<file path="src/rtl/wb_port_arbiter.sv">
// Round-robin writeback arbiter: NREQ requesters share one register-file write port.
// Optional WB_FWD_EN adds bypass flags against the pending output entry.
module wb_port_arbiter #(
  parameter  int NREQ = 3,
  parameter  int DW   = 32,
  parameter  int AW   = 5,
  localparam int GW   = (NREQ > 1) ? $clog2(NREQ) : 1
) (
  input  logic               clk,
  input  logic               clrn,
  input  logic [NREQ-1:0]    req_valid,
  input  logic [NREQ*AW-1:0] req_wn,
  input  logic [NREQ*DW-1:0] req_d,
  output logic [NREQ-1:0]    req_ready,
  input  logic               stall,
`ifdef WB_FWD_EN
  input  logic [AW-1:0]      rna,
  input  logic [AW-1:0]      rnb,
  output logic               fwd_a,
  output logic               fwd_b,
  output logic [DW-1:0]      fwd_d,
`endif
  output logic [AW-1:0]      wn,
  output logic [DW-1:0]      d,
  output logic               we,
  output logic [GW-1:0]      grant_id
);

  logic            r_pend_v;
  logic [AW-1:0]   r_wn;
  logic [DW-1:0]   r_d;
  logic [GW-1:0]   r_gid;
  logic [GW-1:0]   r_rr_ptr;

  logic            w_accept_ok;
  logic            w_found;
  logic            w_xfer;
  logic [NREQ-1:0] w_hi_mask;
  logic [NREQ-1:0] w_cand;
  logic [GW-1:0]   w_gnt;
  logic [GW-1:0]   w_rr_nxt;
  logic [AW-1:0]   w_sel_wn;
  logic [DW-1:0]   w_sel_d;

  // Gating with clrn keeps every ready low while reset is held.
  assign w_accept_ok = clrn & (~r_pend_v | ~stall);
  assign w_found     = |req_valid;
  assign w_xfer      = w_found & w_accept_ok;

  // Requesters at or above rr_ptr take precedence; otherwise wrap to the lowest index.
  always_comb begin
    w_hi_mask = '0;
    for (int i = 0; i < NREQ; i++) begin
      w_hi_mask[i] = (GW'(i) >= r_rr_ptr);
    end
    w_cand = (|(req_valid & w_hi_mask)) ? (req_valid & w_hi_mask) : req_valid;
  end

  always_comb begin
    w_gnt = '0;
    for (int i = NREQ - 1; i >= 0; i--) begin
      if (w_cand[i]) w_gnt = GW'(i);
    end
  end

  always_comb begin
    w_sel_wn = '0;
    w_sel_d  = '0;
    for (int i = 0; i < NREQ; i++) begin
      if (GW'(i) == w_gnt) begin
        w_sel_wn = req_wn[i*AW +: AW];
        w_sel_d  = req_d[i*DW +: DW];
      end
    end
  end

  assign w_rr_nxt  = (w_gnt == GW'(NREQ - 1)) ? '0 : w_gnt + GW'(1);
  assign req_ready = w_xfer ? (NREQ'(1) << w_gnt) : '0;

  // A register-0 destination still consumes the grant but never raises a write.
  always_ff @(posedge clk or negedge clrn) begin
    if (!clrn) begin
      r_pend_v <= 1'b0;
      r_wn     <= '0;
      r_d      <= '0;
      r_gid    <= '0;
      r_rr_ptr <= '0;
    end else if (w_xfer) begin
      r_pend_v <= |w_sel_wn;
      r_wn     <= w_sel_wn;
      r_d      <= w_sel_d;
      r_gid    <= w_gnt;
      r_rr_ptr <= w_rr_nxt;
    end else if (!stall) begin
      r_pend_v <= 1'b0;
    end
  end

  assign we       = r_pend_v & ~stall;
  assign wn       = r_wn;
  assign d        = r_d;
  assign grant_id = r_gid;

`ifdef WB_FWD_EN
  assign fwd_a = r_pend_v & (rna == r_wn) & (|rna);
  assign fwd_b = r_pend_v & (rnb == r_wn) & (|rnb);
  assign fwd_d = r_d;
`endif

endmodule
</file>
<file path="config.mk">
export PLATFORM = sky130hd
export DESIGN_NAME = wb_port_arbiter
export DESIGN_NICKNAME = d
export VERILOG_FILES = /design/src/rtl/wb_port_arbiter.sv
export SDC_FILE = /design/constraint.sdc
export NUM_CORES = 1
export LEC_CHECK = 0
export BUFFER_PORTS_ARGS = -buffer_cell sky130_fd_sc_hd__buf_2
export CORE_AREA = 2 2 76 78
export CTS_BUF_LIST = sky130_fd_sc_hd__clkbuf_8
export DETAILED_ROUTE_END_ITERATION = 6
export DIE_AREA = 0 0 78 80
export PLACE_DENSITY = 0.89
export SLEW_MARGIN = 15
export SYNTH_ARGS = -nofsm -noshare
export SYNTH_HDL_FRONTEND = slang
export SYNTH_SLANG_ARGS = --single-unit
</file>
<file path="constraint.sdc">
create_clock -name clk -period 3.5 [get_ports clk]
set_input_delay 0.35 -clock clk [delete_from_list [all_inputs] [get_ports clk]]
set_output_delay 0.35 -clock clk [all_outputs]
set_load 0.03 [all_outputs]
</file>
# [Yosys cells after proc, flatten, opt, wreduce, memory -nomap -nowiden]
# Index checks and enable logic that the tools add are counted.
[word_totals] reg_bits=42 out_inout_bits=43 wordCells=39
[classes] addsub=1 n_lt_le_gt_ge=3 eq_ne=4 shift=1 n_mux=14 n_bitwise=7 n_reduce_logical=4
[op_table] cell="$mux W32" n=3
[op_table] cell="$mux W5" n=3
[op_table] cell="$mux W2" n=4
[op_table] cell="$mux W3" n=2
[op_table] cell="$reduce_or A3 Y1" n=2
[op_table] cell="$reduce_or A5 Y1" n=1
[op_table] cell="$ge A1 B2 Y1 const A" n=2
[op_table] cell="$and A1 B1 Y1" n=3
[op_table] cell="$and A3 B3 Y3" n=1
[op_table] cell="$shl A1 B2 Y3 const A" n=1
[op_table] cell="$add A2 B1 Y2 const B" n=1
[op_table] cell="$eq A1 B2 Y1 const A" n=1
[op_table] cell="$eq A2 B2 Y1 const A" n=1
[op_table] cell="$eq A2 B2 Y1 const B" n=1
[op_table] cell="$ge A2 B2 Y1 const A" n=1
[op_table] cell="$logic_not A2 Y1" n=1
[op_table] cell="$mux W1" n=2
[op_table] cell="$ne A2 B1 Y1 const B" n=1
[op_table] cell="$not A1 Y1" n=2
[op_table] cell="$or A1 B1 Y1" n=1

# [Longest topological paths before layout]
# Gate-level depths: netlist (run 1).
[depth] word_depth=13 depth_mapped=7 mapped_depth_nobuf=6

# [Worst setup path after synthesis (run 1)]
# OpenSTA, ideal clock, no wires.
[synth_path] path_kind="register -> output" from="register r_rr_ptr[0]" to="output port req_ready[1]" arrival_time_ps=1423 slack_ps=1727 path_stages_with_launch=8 cell_sequence="dfrtp_1 and2b_1 o21ai_1 and3_1 clkbuf_1 buf_2 nand2_1 inv_1"
[synth_via] elab_chain_cells=9
[synth_rtl] element="start, declared" line_no="33" text="logic [GW-1:0] r_rr_ptr;"
[synth_rtl] element="start signal, assigned" line_no="93" text="r_rr_ptr <= w_rr_nxt;"
[synth_rtl] element="$ge A1 B2 Y1 / $ge A2 B2 Y1 (equally long branches)" line_no="54" text="w_hi_mask[i] = (GW'(i) >= r_rr_ptr);"
[synth_rtl] element="$and A3 B3 Y3 (*)" line_no="56" text="w_cand = (|(req_valid & w_hi_mask)) ? (req_valid & w_hi_mask) : req_valid;"
[synth_rtl] element="$reduce_or A3 Y1" line_no="56"
[synth_rtl] element="$mux W3 (*)" line_no="56"
[synth_rtl] element="$mux W2 (2 in a row)" line_no="62" text="if (w_cand[i]) w_gnt = GW'(i);"
[synth_rtl] element="$mux W2 (*)" line_no="62"
[synth_rtl] element="$shl A1 B2 Y3 (*)" line_no="78" text="assign req_ready = w_xfer ? (NREQ'(1) << w_gnt) : '0;"
[synth_rtl] element="$mux W3 (*)" line_no="78"
[synth_rtl] element="end, declared" line_no="14" text="output logic [NREQ-1:0] req_ready,"
# Mark *: on every way between the ends. The rest lies on a longest branch, timed or not.

# [Final worst setup path (run 1)]
[layout_path] from="register r_rr_ptr[0]" to="output port req_ready[0]"
# Same word-level chain as after synthesis.

==> impl_metrics.ini, run 1 <==
[critical_path]
crit_required_ns = 3.15
worstSetupPathType = flip-flop to primary output
cp-end-kind = primary output
path_common_cell = and2_1
worstPathArrival_ns = 2.25
slowest_delay_ns = 0.65
worstPathCellList = and2b_1 > and2_1 > o22ai_2 > and2_1 > buf_2
worstPathMaxFanout = 18
cp_top_family = simple AND/OR/NAND/NOR gates
cp.buffers_inverters = 1
reg2regPathDepth = 6
cp_slowest_cell = o22ai_2
rrSetupSlack_ns = 1.31
path_depth = 5
startpoint_type = flip-flop

[place]
io_buffers = 159
gp_congestion = 0.7788
hpwl_mm = 4.650

[synth]
synth.most_common_cell = nand2_1
ys_types = 27
synth_edf_count = 0
syn_area_per_cell_um2 = 9.744
syn_area_um2 = 2115
synth-seq-area-share_pct = 49.70
synth_top_cells_by_count = nand2_1 (53), dfrtp_1 (42), o21ai_1 (37), a222oi_1 (32), buf_2 (11)
synth_cells = 217
synthTopCellsByArea = dfrtp_1 (50%), a222oi_1 (15%), nand2_1 (9.4%)
syn_nets = 334
synth.largest_area_cell = dfrtp_1
yosysTopAreaCellShare_pct = 49.70
async_flop_share_pct = 100.0
synth_seq_cells = 42
yosys_most_used_dff = dfrtp_1
ys_warn_count = 0

[power_and_ir_drop]
power.leakage_uw = 0.001631
ir_drop_mv = 0.2733
powerDensity_nw_per_um2 = 630.7

[timing]
rsz0062_at_grt = no
fin_setup_tns_ns = 0
slew_viol_final = 0
fin_crit_sh_pct = 74.25
setup_viol = 0
finalHoldViolations = 0
finClkSkew_ns = 0.009603
worst_pin_slew_ns = 0.7958
timing.slew.headroom_pct = 46.95
fmax_mhz = 384.8
layout_min_cycle_time_ns = 2.599

[detailed_routing]
vias = 2353
ant_nets = 0
drc = 0
routedWlPerCell_um = 14.15
drtIter0Drc = 146
via_per_inst = 5.348
first_pass_iters = 6
wirelength_mm = 6.228

[cts]
clock-root-buffer = clkbuf_8
clk_latency_ns = 0.29
cts_tree = built
cts_setup_buffers = 0
numCtsBuffers = 5
cts_htree_levels = 2
clk_pin_slew_worst_paths_ns = 0.08
ctsResizeCount = 0
clockBufferDepth = 2
clock-sinks = 42
cts_hold_buf = 0

[floorplanning]
die-area_um2 = 6240
io_pins = 160
core_um2 = 5405
placementRows = 27
start_util_pct = 39.12
fp.dieW_um = 78
die_y_um = 80

[global_route]
antenna_found_initial = 0
grt.total_usage_pct = 19.39
grt_overflow = 0
grt_pass1_vias = 2223
grt_pass1_wl_mm = 9.632
grt_max_degree = 78

[hold_path]
hp-class = input port to async pin

[final_layout]
nets = 484
area_growth_pct = 43.02
drive_gt1_share_pct = 47.83
final_core_util_pct = 55.95
n_fill_cell = 525
n_antenna_cell = 0

[run]
maxCapViolations = 0

[run_status]
status = complete, no violations
-- report_power, final --
part	total (uW)	internal (uW)	switching, uW	leakage [uW]
logic	888	292	596	0.00106
clock network	318	158	160	0.0000472
registers	701	629	71.1	0.000524
-- registers in the layout (all words and copies together), names as in the netlist --
| signal | flops |
|---|---|
| r_pend_v | 1 |
| grant_id | 2 |
| r_rr_ptr | 2 |
| d | 32 |
| wn | 5 |
-- layout make-up --
| cell class | count | area [um^2] | share of cell area (%) |
|---|---|---|---|
| timing repair buffer | 163 | 825.8 | 27.31 |
| multi-input combinational | 151 | 947.2 | 31.32 |
| sequential | 42 | 1051 | 34.75 |
| inverter | 4 | 15.01 | 0.4965 |
| clock inverter | 2 | 12.51 | 0.4137 |
| clock buffer | 6 | 82.58 | 2.731 |
| tap | 72 | 90.09 | 2.979 |
-- worst paths after layout --
check,start,to
min in group clk,req_d[3],d[3]
max,r_rr_ptr[0],req_ready[0]
min reg2reg,d[19],d[19]
max in group asynchronous,clrn,d[31]
min,clrn,wn[4]
max reg2reg,r_rr_ptr[0],d[1]
-- cell usage in the layout, fill, tap and decap left out, types with 3 or more instances in the layout --
master	instances
nand2b_1	3
buf_4	4
clkbuf_8	6
dfrtp_1	42
o21ai_0	5
a222oi_1	32
inv_1	3
a221o_1	4
o21ai_1	37
buf_2	159
nand2_1	53
-- cell families after synthesis --
logic type      after synthesis  synth area share [%]
compound gates               87                 31.42
flops                        42                 49.70
mux                           1                0.4734
simple gates                 63                 12.43
buf+inv                      24                 5.976
-- layer usage --
layer	vias to the layer above	part of all wire (%)	wire length, um	track usage [%]
met3	10	6.6	409	3.959
li1	1138	-	-	-
met2	112	54	3360	36.81
met4	0	1.4	89	6.842
met5	-	0	0	0
met1	1093	38	2368	21.35
-- through the flow --
step	setup slack (ns)	hold WS [ns]	instances	power [uW]	area, um^2
6_report	0.9013	0.1723	440	1907	3024
5_1_grt	0.6987	0.2176	440	2040	3024
4_1_cts	0.8534	0.1959	440	1928	3024
3_5_place_dp	1.079	0.4653	432	1606	2929
3_3_place_gp	1.185	0.4551	432	1574	2929
2_1_floorplan	1.727	0.05441	217	1319	2115
Power figures use the tool's default switching activity.
==> inputs of run 2 (changes only) <==
CORE_AREA = 2 2 79 81   (was 2 2 76 78)
DIE_AREA = 0 0 81 83   (was 0 0 78 80)
PLACE_DENSITY = 0.86   (was 0.89)
clock period = 2.1 ns   (was 3.5 ns; I/O delays follow)
==> impl_metrics.ini, run 2 (synthesis results as in run 1) <==
[run_status]
status = complete, no violations

[cts]
clk_latency_ns = 0.29
clockBufferDepth = 2
cts_htree_levels = 2
clock-root-buffer = clkbuf_8
cts_hold_buf = 0
cts_tree = built
clk_pin_slew_worst_paths_ns = 0.08
numCtsBuffers = 5
cts_setup_buffers = 0
clock-sinks = 42

[global_route]
grt_max_degree = 43
grt_overflow = 0
grt_pass1_wl_mm = 10.76
grt_pass1_vias = 2384
grt.total_usage_pct = 19.99
antenna_found_initial = 0

[place]
dp_slack_ns = 0.2727
hpwl_mm = 5.133
gp_congestion = 0.8436
io_buffers = 159

[floorplanning]
core_um2 = 5816
placementRows = 28
die_y_um = 83
io_pins = 160
fp.dieW_um = 81
start_util_pct = 36.36
die-area_um2 = 6723

[critical_path]
slowest_delay_ns = 0.40
cp.buffers_inverters = 2
startpoint_type = flip-flop
worstPathArrival_ns = 1.80
rrSetupSlack_ns = 0.29
cp-end-kind = primary output
crit_required_ns = 1.89
worstSetupPathType = flip-flop to primary output
worstPathMaxFanout = 7
worstReg2RegStart = r_rr_ptr[0]
r2r_end = d[21]
cp_top_family = simple AND/OR/NAND/NOR gates
reg2regPathDepth = 6
worstPathCellList = and2b_1 > and2_1 > buf_4 > o22ai_4 > and2_4 > clkbuf_4
cp_slowest_cell = dfrtp_1

[final_layout]
multi_input_area_um2 = 960.9
register_area_um2 = 1051
final_common_cell = buf_2
n_antenna_cell = 0
n_fill_cell = 579
nets = 489
area_growth_pct = 46.57
largest_register_ffs = 32
final_cell_mix = buf_2 (158), nand2_1 (52), dfrtp_1 (42)
drive_gt1_share_pct = 49.33

[detailed_routing]
via_per_inst = 5.429
routedWlPerCell_um = 14.92
drc = 0
vias = 2432
first_pass_iters = 7
ant_nets = 0
wirelength_mm = 6.682
drtIter0Drc = 177

[timing]
fin_setup_tns_ns = 0
fmax_mhz = 497.4
finClkSkew_ns = 0.007812
fin_crit_sh_pct = 95.73
rsz0062_at_grt = yes
finalHoldViolations = 0
layout_min_cycle_time_ns = 2.010
slew_viol_final = 0
fin_ws_ns = 0.08963
timing.slew.headroom_pct = 64.32
setup_viol = 0
worst_pin_slew_ns = 0.5353

[hold_path]
hp-class = input port to async pin

[run]
maxCapViolations = 0

[power_and_ir_drop]
ir_drop_mv = 0.4514
power.leakage_uw = 0.001668
powerDensity_nw_per_um2 = 1071
run 2: worst max-delay path by stage:
stage,start,endpoint,depth (start not counted)
global placement,r_rr_ptr[0],d[0],7
floorplan,r_rr_ptr[0],req_ready[1],7
detailed placement,req_valid[1],d[21],7
CTS,r_rr_ptr[0],req_ready[0],6
global route,r_rr_ptr[0],req_ready[2],6
finish,r_rr_ptr[0],req_ready[0],6
run 2: worst reg2reg max path: stages (launching register included):
cell and delay, ns:
dfrtp_1 0.40, and2b_1 0.21, and2_1 0.18, a21o_4 0.30, buf_4 0.22, a222oi_1 0.28, o21ai_1 0.10
run 2: area by class of cell:
class                   instances  share of cell area, %
repair buffers                168                  28.06
clock inverters                 3                  1.292
inverters                       4                 0.4845
multi-input cells             151                  31.01
well taps                      75                  3.028
flip-flops and latches         42                  33.91
clock buffers                   5                  2.220
run 2: repair_timing:
action	CTS	global route
endpoints found under the setup margin	0	2
hold endpoints to repair	0	0
gates resized for setup	0	6
run 2: where the power goes:
part | total [uW] | switching (uW) | internal (uW)
Combinational | 1520 | 1010 | 517
Sequential | 1180 | 126 | 1050
Clock | 620 | 270 | 350
run 2: metrics by stage:
stage | utilization (%) | cells | hold WS [ns] | cell area, um^2 | power, uW
floorplan | - | 217 | -0.08559 | 2115 | 2198
global placement | 51.08 | 440 | 0.3731 | 2970 | 2661
detailed placement | 51.08 | 440 | 0.3903 | 2970 | 2711
CTS | 52.95 | 448 | 0.07277 | 3079 | 3345
global route | 53.29 | 448 | 0.08642 | 3099 | 3550
finish | 53.29 | 448 | 0.05511 | 3099 | 3320
run 2: routing by layer:
layer / track usage (%) / vias to the layer above / wire [um]
met5: 0 / - / 0
met4: 7.242 / 0 / 109
met3: 4.674 / 15 / 484
met2: 35.69 / 118 / 3465
met1: 22.67 / 1150 / 2623
li1: - / 1149 / -
